File: src/rtl/bp_nonsynth_commit_trace_arbiter.sv
// bp_nonsynth_commit_trace_arbiter
//   Shares one commit-trace sink among num_req_p cores. Each cycle a
//   round-robin arbiter picks one retired-instruction record from the
//   requesting cores, stamps it with the hart id and that hart's retire tag,
//   and loads it into a one-entry output register drained by the sink.
//
// Ports
//   clk_i            clock, rising edge
//   reset_n_i        asynchronous reset, active low
//   en_i             1 = new grants allowed; 0 = no grants, output still drains
//   req_v_i          per-core record valid
//   req_pc_i         per-core commit PC, core i at slice i
//   req_instr_i      per-core instruction
//   req_rd_w_v_i     per-core rd write valid
//   req_rd_addr_i    per-core rd index
//   req_rd_data_i    per-core rd write data
//   req_yumi_o       one-hot (or zero) record consumed this cycle
//   trace_v_o        output register valid
//   trace_hartid_o   source core of the held record
//   trace_pc_o       held PC
//   trace_instr_o    held instruction
//   trace_itag_o     per-hart retire tag of the held record
//   trace_rd_w_v_o   held rd write valid
//   trace_rd_addr_o  held rd index
//   trace_rd_data_o  held rd data
//   trace_ready_i    sink accepts when trace_v_o & trace_ready_i

module bp_nonsynth_commit_trace_arbiter #(
  parameter int num_req_p     = 4,
  parameter int vaddr_width_p = 39,
  parameter int instr_width_p = 32,
  parameter int dpath_width_p = 64,
  parameter int itag_width_p  = 30,
  localparam int hid_width_lp = (num_req_p > 1) ? $clog2(num_req_p) : 1
) (
  input  logic                               clk_i,
  input  logic                               reset_n_i,
  input  logic                               en_i,
  input  logic [num_req_p-1:0]               req_v_i,
  input  logic [num_req_p*vaddr_width_p-1:0] req_pc_i,
  input  logic [num_req_p*instr_width_p-1:0] req_instr_i,
  input  logic [num_req_p-1:0]               req_rd_w_v_i,
  input  logic [num_req_p*5-1:0]             req_rd_addr_i,
  input  logic [num_req_p*dpath_width_p-1:0] req_rd_data_i,
  output logic [num_req_p-1:0]               req_yumi_o,
  output logic                               trace_v_o,
  output logic [hid_width_lp-1:0]            trace_hartid_o,
  output logic [vaddr_width_p-1:0]           trace_pc_o,
  output logic [instr_width_p-1:0]           trace_instr_o,
  output logic [itag_width_p-1:0]            trace_itag_o,
  output logic                               trace_rd_w_v_o,
  output logic [4:0]                         trace_rd_addr_o,
  output logic [dpath_width_p-1:0]           trace_rd_data_o,
  input  logic                               trace_ready_i
);

  localparam int unsigned nreq_lp = num_req_p;

  // Per-core views of the packed request buses
  logic [vaddr_width_p-1:0] pc_a    [num_req_p];
  logic [instr_width_p-1:0] instr_a [num_req_p];
  logic [4:0]               addr_a  [num_req_p];
  logic [dpath_width_p-1:0] data_a  [num_req_p];

  for (genvar g = 0; g < num_req_p; g++) begin : g_unpack
    assign pc_a[g]    = req_pc_i[g*vaddr_width_p +: vaddr_width_p];
    assign instr_a[g] = req_instr_i[g*instr_width_p +: instr_width_p];
    assign addr_a[g]  = req_rd_addr_i[g*5 +: 5];
    assign data_a[g]  = req_rd_data_i[g*dpath_width_p +: dpath_width_p];
  end

  logic [hid_width_lp-1:0]  ptr_q, ptr_d;
  logic [itag_width_p-1:0]  itag_q [num_req_p];
  logic [itag_width_p-1:0]  itag_d [num_req_p];

  logic                     trace_v_q, trace_v_d;
  logic [hid_width_lp-1:0]  trace_hartid_q, trace_hartid_d;
  logic [vaddr_width_p-1:0] trace_pc_q, trace_pc_d;
  logic [instr_width_p-1:0] trace_instr_q, trace_instr_d;
  logic [itag_width_p-1:0]  trace_itag_q, trace_itag_d;
  logic                     trace_rd_w_v_q, trace_rd_w_v_d;
  logic [4:0]               trace_rd_addr_q, trace_rd_addr_d;
  logic [dpath_width_p-1:0] trace_rd_data_q, trace_rd_data_d;

  logic                     load;
  logic                     grant;
  logic                     found;
  logic [hid_width_lp-1:0]  winner;
  logic [hid_width_lp-1:0]  idx_h;
  int unsigned              idx;

  // Round-robin scan starting at ptr_q; the first requester found wins.
  always_comb begin
    found  = 1'b0;
    winner = '0;
    idx    = 0;
    idx_h  = '0;
    for (int unsigned k = 0; k < nreq_lp; k++) begin
      idx = 32'(ptr_q) + k;
      if (idx >= nreq_lp) idx = idx - nreq_lp;
      idx_h = hid_width_lp'(idx);
      if (!found && req_v_i[idx_h]) begin
        found  = 1'b1;
        winner = idx_h;
      end
    end
  end

  // Reset is folded into grant so no record is acknowledged while in reset.
  assign load  = ~trace_v_q | trace_ready_i;
  assign grant = reset_n_i & load & en_i & found;

  always_comb begin
    req_yumi_o = '0;
    if (grant) req_yumi_o[winner] = 1'b1;
  end

  always_comb begin
    ptr_d           = ptr_q;
    itag_d          = itag_q;
    trace_v_d       = trace_v_q;
    trace_hartid_d  = trace_hartid_q;
    trace_pc_d      = trace_pc_q;
    trace_instr_d   = trace_instr_q;
    trace_itag_d    = trace_itag_q;
    trace_rd_w_v_d  = trace_rd_w_v_q;
    trace_rd_addr_d = trace_rd_addr_q;
    trace_rd_data_d = trace_rd_data_q;
    if (grant) begin
      trace_v_d       = 1'b1;
      trace_hartid_d  = winner;
      trace_pc_d      = pc_a[winner];
      trace_instr_d   = instr_a[winner];
      trace_itag_d    = itag_q[winner];
      trace_rd_w_v_d  = req_rd_w_v_i[winner];
      trace_rd_addr_d = addr_a[winner];
      trace_rd_data_d = data_a[winner];
      itag_d[winner]  = itag_q[winner] + itag_width_p'(1);
      ptr_d           = (winner == hid_width_lp'(num_req_p - 1)) ? '0 : winner + 1'b1;
    end else if (load) begin
      // Drained with nothing to replace it: data fields deliberately hold.
      trace_v_d = 1'b0;
    end
  end

  always_ff @(posedge clk_i or negedge reset_n_i) begin
    if (!reset_n_i) begin
      ptr_q           <= '0;
      for (int unsigned i = 0; i < nreq_lp; i++) itag_q[i] <= '0;
      trace_v_q       <= 1'b0;
      trace_hartid_q  <= '0;
      trace_pc_q      <= '0;
      trace_instr_q   <= '0;
      trace_itag_q    <= '0;
      trace_rd_w_v_q  <= 1'b0;
      trace_rd_addr_q <= '0;
      trace_rd_data_q <= '0;
    end else begin
      ptr_q           <= ptr_d;
      itag_q          <= itag_d;
      trace_v_q       <= trace_v_d;
      trace_hartid_q  <= trace_hartid_d;
      trace_pc_q      <= trace_pc_d;
      trace_instr_q   <= trace_instr_d;
      trace_itag_q    <= trace_itag_d;
      trace_rd_w_v_q  <= trace_rd_w_v_d;
      trace_rd_addr_q <= trace_rd_addr_d;
      trace_rd_data_q <= trace_rd_data_d;
    end
  end

  assign trace_v_o       = trace_v_q;
  assign trace_hartid_o  = trace_hartid_q;
  assign trace_pc_o      = trace_pc_q;
  assign trace_instr_o   = trace_instr_q;
  assign trace_itag_o    = trace_itag_q;
  assign trace_rd_w_v_o  = trace_rd_w_v_q;
  assign trace_rd_addr_o = trace_rd_addr_q;
  assign trace_rd_data_o = trace_rd_data_q;

endmodule

File: config.mk
export PLATFORM = sky130hd
export DESIGN_NAME = bp_nonsynth_commit_trace_arbiter
export DESIGN_NICKNAME = d
export VERILOG_FILES = /design/src/rtl/bp_nonsynth_commit_trace_arbiter.sv
export SDC_FILE = /design/constraint.sdc
export NUM_CORES = 1
export LEC_CHECK = 0
export CAP_MARGIN = 20
export CORE_AREA = 8 8 285 287
export DETAILED_ROUTE_END_ITERATION = 10
export DIE_AREA = 0 0 293 295
export GPL_TIMING_DRIVEN = 0
export PLACE_DENSITY = 0.55
export SLEW_MARGIN = 5
export SYNTH_ARGS = -nofsm -noshare
export SYNTH_HDL_FRONTEND = slang
export SYNTH_SLANG_ARGS = --single-unit
File: constraint.sdc
create_clock -name clk_i -period 5.45 [get_ports clk_i]
set_clock_uncertainty 0.05 [all_clocks]
set_input_delay 1.09 -clock clk_i [delete_from_list [all_inputs] [get_ports clk_i]]
set_output_delay 1.09 -clock clk_i [all_outputs]
set_load 0.01 [all_outputs]
# [Word-level counts from Yosys, hierarchy flattened]
# Cells that the tools add are included.
[classes] add_sub_neg=9 n_lt_le_gt_ge=12 eq_ne=1 muxes=46 bitwise_logic=6 reduce_logical=9
[op_table] operator="64-bit binary-select mux with 2-bit select" count=1
[op_table] operator="64-bit two-way mux" count=2
[op_table] operator="120-bit bitwise mux" count=1
[op_table] operator="30-bit two-way mux" count=3
[op_table] operator="39-bit binary-select mux with 2-bit select" count=1
[op_table] operator="39-bit two-way mux" count=2
[op_table] operator="32-bit binary-select mux with 2-bit select" count=1
[op_table] operator="32-bit two-way mux" count=2
[op_table] operator="30-bit binary-select mux with 2-bit select" count=1
[op_table] operator="30-bit demux with 2-bit select" count=1
[op_table] operator="30-bit by 1-bit adder with 30-bit output (second input constant)" count=1
[op_table] operator="2-bit two-way mux" count=9
[op_table] operator="2-bit by 3-bit less-than comparator with 1-bit output (second input constant)" count=5
[op_table] operator="3-bit >= comparator (second input constant)" count=4
[op_table] operator="1-bit two-way mux" count=12
[op_table] operator="1-bit binary-select mux with 2-bit select" count=5
[op_table] operator="5-bit binary-select mux with 2-bit select" count=1
[op_table] operator="5-bit two-way mux" count=2
[op_table] operator="2-bit by 1-bit subtractor with 2-bit output (second input constant)" count=4
[op_table] operator="2-bit by 2-bit adder with 3-bit output (second input constant)" count=2
[op_table] operator="1-bit logical AND" count=5
[op_table] operator="4-bit two-way mux" count=1
[op_table] operator="2-bit by 1-bit adder with 3-bit output (second input constant)" count=1
[op_table] operator="1-bit AND" count=3
[op_table] operator="other kinds (11)" count=13
[word_totals] ff_bits=296 out_inout_bits=178

# [Logic depth before layout (Yosys ltp)]
# Gate-level depths: netlist of the first run.
[logic_depth] word_depth=20 ltp_mapped=19 mapped_depth_nobuf=14

# [Worst setup path after synthesis of the first run]
# Ideal clock, no wire load.
[synth_timing] path_type="input to output" startpoint="in req_v_i[2]" endpoint="out req_yumi_o[2]" t_arrival_ns=3.847 t_required_ns=4.310 setup_slack_ns=0.463 stages=13 path_cell_list="nand2b_1 > a21oi_1 > a221oi_2 > inv_2 > clkbuf_1 > clkbuf_1 > clkbuf_1 > clkbuf_1 > clkbuf_1 > ha_1 > and2_1 > clkbuf_1 > clkbuf_1"
[synth_between] elab_chain_len=17 elab_cells_between_ends=29
[synth_lines] item="start: declaration" line="39" rtl="input logic [num_req_p-1:0] req_v_i,"
[synth_lines] item="1-bit binary-select mux with 2-bit select" line="102" rtl="if (!found && req_v_i[idx_h]) begin"
[synth_lines] item="1-bit two-way mux (implied by the code)" line="102"
[synth_lines] item="1-bit two-way mux" line="102"
[synth_lines] item="1-bit logical NOT" line="102"
[synth_lines] item="1-bit logical AND" line="102"
[synth_lines] item="1-bit two-way mux" line="102"
[synth_lines] item="1-bit logical NOT" line="102"
[synth_lines] item="1-bit logical AND" line="102"
[synth_lines] item="1-bit two-way mux" line="102"
[synth_lines] item="1-bit logical NOT" line="102"
[synth_lines] item="1-bit logical AND" line="102"
[synth_lines] item="2-bit two-way mux" line="102"
[synth_lines] item="2-bit by 3-bit less-than comparator with 1-bit output (implied by the code) / 2-bit by 1-bit >= comparator with 1-bit output (equally long branches)" line="115" rtl="if (grant) req_yumi_o[winner] = 1'b1;"
[synth_lines] item="1-bit logical AND (implied by the code)" line="115"
[synth_lines] item="1-bit two-way mux (implied by the code)" line="115"
[synth_lines] item="1-bit demux with 2-bit select" line="115"
[synth_lines] item="4-bit two-way mux *" line="115"
[synth_lines] item="end: declaration" line="45" rtl="output logic [num_req_p-1:0] req_yumi_o,"
# Mark *: on every way between the ends. The rest lies on a longest branch, timed or not. The select of a mux whose other input is x is not followed.

# [Worst setup path in the final report of the first run]
[layout_timing] startpoint="in req_v_i[1]" endpoint="out req_yumi_o[2]"
# The elaborated chain is that of the path after synthesis.

==> results of run 1 <==
registers in the layout, summed over array words and instances, names as in the netlist:
signal and flops:
trace_pc_o 39, itag_q 120, trace_hartid_o 2, trace_rd_data_o 64, trace_rd_w_v_o 1, trace_instr_o 32, trace_itag_o 30, ptr_q 2
trace_rd_addr_o 5, trace_v_o 1
worst max-delay path, stage by stage:
cell and delay (ps):
clkdlybuf4s50_1 470, a21oi_2 190, a221oi_4 70, buf_12 150, inv_6 180, clkbuf_8 260
clkbuf_8 230, clkbuf_8 210, ha_1 150, and2_1 150, buf_4 240, clkbuf_8 240
clkdlybuf4s50_1 550
worst paths after layout:
kind | from | end | slack (ps) | depth (start not counted)
max | req_v_i[1] | req_yumi_o[2] | 100 | 13
min | reset_n_i | trace_itag_o[16] | 360 | 1
max reg2reg | ptr_q[1] | itag_q[55] | 710 | 11
min reg2reg | trace_pc_o[21] | trace_pc_o[21] | 420 | 2
max in group asynchronous | reset_n_i | trace_rd_data_o[36] | 3700 | 3
min in group clk_i | trace_pc_o[21] | trace_pc_o[21] | 420 | 2
power groups by stage:
| stage | clock network [mW] | registers [mW] | logic [mW] |
|---|---|---|---|
| 6_report | 2.58 | 3.65 | 6.43 |
| 5_1_grt | 2.73 | 3.77 | 6.96 |
| 4_1_cts | 2.66 | 3.65 | 6.45 |
| 2_1_floorplan | 0 | 3.80 | 2.93 |
| 3_3_place_gp | 0 | 3.66 | 6.31 |
| 3_5_place_dp | 0 | 3.67 | 6.35 |
logic make-up after synthesis:
kind of cell / Yosys count / synth area share [%]
fa+ha+maj: 5 / 0.371
mux: 61 / 4.00
simple gates: 1547 / 39.4
compound gates: 176 / 6.70
buf+inv: 189 / 4.41
flops: 296 / 44.0
xor+xnor: 22 / 1.14
layout make-up:
| type | count | area [µm²] | area share, % |
|---|---|---|---|
| Clock buffer | 48 | 1040 | 3.80 |
| Inverter | 11 | 48.8 | 0.178 |
| Tap cell | 1040 | 1300 | 4.75 |
| Multi-Input combinational cell | 1811 | 8740 | 32.0 |
| Clock inverter | 23 | 231 | 0.846 |
| Antenna cell | 17 | 42.5 | 0.155 |
| Buffer | 172 | 855 | 3.12 |
| Timing Repair Buffer | 761 | 7700 | 28.1 |
| Sequential cell | 296 | 7410 | 27.1 |
cell usage in the layout (no fill, tap or decap), drive strengths merged, types with 5 or more instances in the layout:
master	n
a31oi	24
clkdlybuf4s50	743
nor4	7
inv	15
buf	37
ha	5
diode	17
o21ai	39
mux2i	10
mux2	51
nand2	914
and3	36
a21o	9
a31o	5
dfrtp	296
clkinv	15
or2	7
nand4	13
clkbuf	196
a2111oi	7
a211oi	35
nor2	93
xnor2	18
nor3	6
nand3	453
a21oi	48
per-layer routing:
layer  share of wire, %  track usage, %  up-vias
met4                2.8            5.39       14
li1                   -               -     9314
met3                9.3            7.74      142
met5              0.094               0        -
met2                 46            39.0      781
met1                 41            29.8     9383
what timing repair did:
action,CTS,global route
resized for setup,68,8
setup buffers,3,1
pin swaps,1,1
endpoints found under the setup margin,193,3
==> flow_metrics.env, run 1 <==
export IMPL_status="completed"
export IMPL_cts_tree="done"
export IMPL_critical_path_max_fanout=21
export IMPL_avgSynthCellArea_um2=7.34
export IMPL_cts_root_buf="clkbuf_16"
export IMPL_clkLatencyLatePin_ps=590
export IMPL_yosysTopAreaCell="dfrtp_1"
export IMPL_synth_top_cell_area_share_pct=44.0
export IMPL_report_final_hold_viol_count=0
export IMPL_tns_ps=0
export IMPL_drc_errors=0
export IMPL_firstDrtPassIters=5
export IMPL_synth_distinct_cells=52
export IMPL_num_rows=102
export IMPL_drtAntennaViolNets=0
export IMPL_fp_dieW_um=293
export IMPL_internal_power_mw=7.21
export IMPL_start_util_pct=22.0
export IMPL_final_nets=3669
export IMPL_drive_gt1_share_pct=5.83
export IMPL_tightestPinTransition_ps=1160
export IMPL_drv_slew=0
export IMPL_n_fill_cell=8208
export IMPL_grt_pass1_wl_mm=148
export IMPL_synth_area_leaders="dfrtp_1, nand2_1, nand3_1"
export IMPL_synth_nets=2873
export IMPL_finalCritPeriodShare_pct=98.2
export IMPL_critPathArrivalTime_ps=4210
export IMPL_timing_final_ws_setup_ps=99.1
export IMPL_placed_cells=4093
export IMPL_cts_hold_buffers=0
export IMPL_hold_ws_ps=358
export IMPL_yosysMostFrequentCell="nand2_1"
export IMPL_critPathLaunchType="input port"
export IMPL_setup_violations=0
export IMPL_power_switching_mw=5.46
export IMPL_ys_ff_latch=296
export IMPL_ys_seq_area_share_pct=44.0
export IMPL_worst_hold_path_type="input port to async pin"
export IMPL_fin_cells=4179
export IMPL_clock_fmax_ghz=0.187
export IMPL_power_leakage_nw=11.9
export IMPL_wl_per_cell_um=25.5
export IMPL_p_sw_share_pct=43.1
export IMPL_dieHeight_um=295
export IMPL_synth_edf_count=0
export IMPL_clockPowerShare_pct=20.4
export IMPL_portBuffers=749
export IMPL_syn_inst=2296
export IMPL_p_seq_share_pct=28.8
export IMPL_viasPerCell=4.70
export IMPL_stdcell_area_um2=27400
export IMPL_dieArea_um2=86400
export IMPL_synthesis_area_um2=16900
export IMPL_vias=19600
export IMPL_vdd_drop_max_mv=0.193
export IMPL_area_growth_synth_to_final_pct=62.4
export IMPL_dpl_hpwl_mm=87.0
export IMPL_io_pins=750
export IMPL_cts_buffer_depth=3
export IMPL_rsz0062_at_grt="false"
export IMPL_synthTopCellsByCount="nand2_1, nand3_1, dfrtp_1, clkbuf_1, nor2_1"
export IMPL_ys_flop_type="dfrtp_1"
export IMPL_synthArstFlopShare_pct=100
export IMPL_grt_pass1_vias=19800
export IMPL_core_um2=76700
export IMPL_worstPathRequired_ps=4310
export IMPL_gr_usage_all_layers_pct=23.6
export IMPL_fin_crit_ps=5350
export IMPL_crit_type="input port to output port"
export IMPL_htreeDepth=2
export IMPL_final_util_pct=35.7
export IMPL_antenna_found_initial=27
export IMPL_path_clk_slew_ps=60
export IMPL_pre_cts_slack_ps=-3220
export IMPL_totalWireLength_mm=107
export IMPL_placed_area_um2=25800
export IMPL_globalRouteOverflowTotal=0
export IMPL_max_cap_violations=0
export IMPL_power_density_nw_per_um2=463
export IMPL_drtIter0Drc=1329
export IMPL_relSlewSlack_pct=22.2
export IMPL_report_power_total_mw=12.7
export IMPL_cts_buffers=39
export IMPL_yosys_warnings=0
export IMPL_end_kind="output port"
export IMPL_grt_max_degree=97
export IMPL_pwr_share_comb_pct=50.8
export IMPL_place_gp_congestion=0.972
export IMPL_cts_sinks=296
Note: power is estimated with default switching activity, not from simulation.
==> inputs of run 2 (changes only) <==
--- a/config.mk
+++ b/config.mk
@@ -7,6 +7,7 @@
 export LEC_CHECK = 0
 export CAP_MARGIN = 20
 export CORE_AREA = 8 8 285 287
+export CTS_BUF_LIST = sky130_fd_sc_hd__clkbuf_8
 export DETAILED_ROUTE_END_ITERATION = 10
 export DIE_AREA = 0 0 293 295
 export GPL_TIMING_DRIVEN = 0
==> flow_metrics.env, run 2 (synthesis gave the netlist of run 1 again) <==
export IMPL_rsz0062_at_grt="false"
export IMPL_tightestPinTransition_ps=1190
export IMPL_final_nets=3687
export IMPL_met1Wirelength_mm=44.1
export IMPL_vdd_drop_max_mv=0.171
export IMPL_power_leakage_nw=12.1
export IMPL_area_growth_synth_to_final_pct=63.4
export IMPL_pre_cts_slack_ps=-3220
export IMPL_worst_hold_path_type="input port to async pin"
export IMPL_stdcell_area_um2=27500
export IMPL_timing_final_ws_setup_ps=94.0
export IMPL_drtAntennaViolNets=0
export IMPL_grt_max_degree=97
export IMPL_report_power_total_mw=12.9
export IMPL_start_util_pct=22.0
export IMPL_drv_slew=0
export IMPL_fin_cells=4215
export IMPL_r2r_cells=11
export IMPL_crit_type="input port to output port"
export IMPL_placed_area_um2=25800
export IMPL_place_gp_congestion=0.972
export IMPL_dieArea_um2=86400
export IMPL_wl_per_cell_um=25.3
export IMPL_dieHeight_um=295
export IMPL_status="completed"
export IMPL_firstDrtPassIters=5
export IMPL_power_switching_mw=5.44
export IMPL_relSlewSlack_pct=20.4
export IMPL_top_register="itag_q"
export IMPL_cts_buffer_depth=3
export IMPL_grt_pass1_wl_mm=149
export IMPL_drc_errors=0
export IMPL_slowest_delay_ps=550
export IMPL_wl_met2_mm=49.8
export IMPL_pwr_share_comb_pct=49.6
export IMPL_tns_ps=0
export IMPL_internal_power_mw=7.49
export IMPL_worstPathRequired_ps=4310
export IMPL_placed_cells=4093
export IMPL_gr_usage_all_layers_pct=23.6
export IMPL_portBuffers=749
export IMPL_top_layer="met5"
export IMPL_end_kind="output port"
export IMPL_multi_input_area_um2=8730
export IMPL_path_clk_slew_ps=60
export IMPL_cts_root_buf="clkbuf_8"
export IMPL_clockPowerShare_pct=22.2
export IMPL_layout_commonest_cell="nand2_1"
export IMPL_met3_length_mm=10.1
export IMPL_path_common_cell="clkbuf_8"
export IMPL_antenna_found_initial=29
export IMPL_n_fill_cell=8199
export IMPL_finalCritPeriodShare_pct=98.3
export IMPL_crit_family="buffers and inverters"
export IMPL_dpl_hpwl_mm=87.0
export IMPL_power_density_nw_per_um2=470
export IMPL_setup_violations=0
export IMPL_critical_path_cell_count=13
export IMPL_globalRouteOverflowTotal=0
export IMPL_totalWireLength_mm=107
export IMPL_largest_register_ffs=120
export IMPL_drtIter0Drc=1469
export IMPL_cp_cell_sequence="clkdlybuf4s50_1 > a21oi_2 > a221oi_4 > buf_4 > inv_8 > clkbuf_8 > clkbuf_8 > clkbuf_8 > ha_1 > and2_1 > clkbuf_4 > clkbuf_8 > clkdlybuf4s50_1"
export IMPL_clkLatencyLatePin_ps=690
export IMPL_clock_fmax_ghz=0.187
export IMPL_critPathLaunchType="input port"
export IMPL_seq_area_um2=7410
export IMPL_critical_path_max_fanout=21
export IMPL_grt_pass1_vias=20000
export IMPL_htreeDepth=2
export IMPL_p_seq_share_pct=28.2
export IMPL_fp_dieW_um=293
export IMPL_critPathArrivalTime_ps=4220
export IMPL_p_sw_share_pct=42.1
export IMPL_worst_path_buf_inv=9
export IMPL_cts_tree="done"
export IMPL_fin_crit_ps=5360
export IMPL_cpMaxStageDelayCell="clkdlybuf4s50_1"
export IMPL_cts_sinks=296
export IMPL_num_rows=102
export IMPL_report_final_hold_viol_count=0
export IMPL_vias=19900
export IMPL_final_cell_mix="nand2_1, clkdlybuf4s50_1, nand3_1"
export IMPL_viasPerCell=4.71
export IMPL_io_pins=750
export IMPL_core_um2=76700
export IMPL_drive_gt1_share_pct=6.68
export IMPL_max_cap_violations=0
export IMPL_cts_buffers=59
run 2: cell types whose count changed in the layout (fill, tap and decap cells not counted), moves of 3 or more:
cell / before / now
clkbuf_1: 142 / 136
inv_6: 4 / 0
clkinv_2: 11 / 8
inv_1: 7 / 18
bufinv_16: 1 / 10
clkbuf_8: 13 / 86
clkbuf_16: 40 / 1
run 2: metrics by stage:
| step | hold WS, ps | util, % |
|---|---|---|
| after detailed placement | 411 | 33.7 |
| after global routing | 235 | 35.9 |
| after CTS | 216 | 35.8 |
| final | 256 | 35.9 |
| after floorplan | 422 | - |
| after global placement | 409 | 33.4 |
run 2: worst paths after layout:
kind	from	to	slack, ps
hold / removal	reset_n_i	trace_itag_o[16]	260
max in group asynchronous	reset_n_i	trace_rd_data_o[40]	3750
min in group clk_i	trace_rd_data_o[21]	trace_rd_data_o[21]	420
setup reg to reg	ptr_q[1]	itag_q[55]	730
setup / recovery	req_v_i[1]	req_yumi_o[2]	90
hold reg to reg	trace_rd_data_o[21]	trace_rd_data_o[21]	420
run 2: final cells by class:
type,instances,area share (%)
Multi-Input combinational cell,1811,31.7
Tap cell,1040,4.73
Inverter,11,0.186
Clock inverter,32,1.58
Clock buffer,76,3.80
Antenna cell,18,0.164
Buffer,171,3.05
Sequential cell,296,26.9
Timing Repair Buffer,760,27.9
run 2: repair_timing:
| item | in CTS | in global routing |
|---|---|---|
| setup buffers | 3 | 0 |
| endpoints found under the hold margin | 0 | 0 |
| hold buffers | 0 | 0 |
| gates resized for setup | 60 | 5 |
| pin swaps | 1 | 0 |
| endpoints found under the setup margin | 184 | 2 |
run 2: power groups by stage:
stage	Sequential (mW)	Combinational [mW]	Clock (mW)
final	3.65	6.41	2.87
after global routing	3.77	6.94	3.03
after CTS	3.65	6.44	2.94
after detailed placement	3.67	6.35	0
after global placement	3.66	6.31	0
after floorplan	3.80	2.93	0
run 2: per-layer routing:
| metal | GRT usage [%] | up-vias |
|---|---|---|
| li1 | - | 9347 |
| met1 | 29.9 | 9531 |
| met2 | 38.9 | 831 |
| met3 | 7.83 | 143 |
| met4 | 5.40 | 14 |
| met5 | 0 | - |
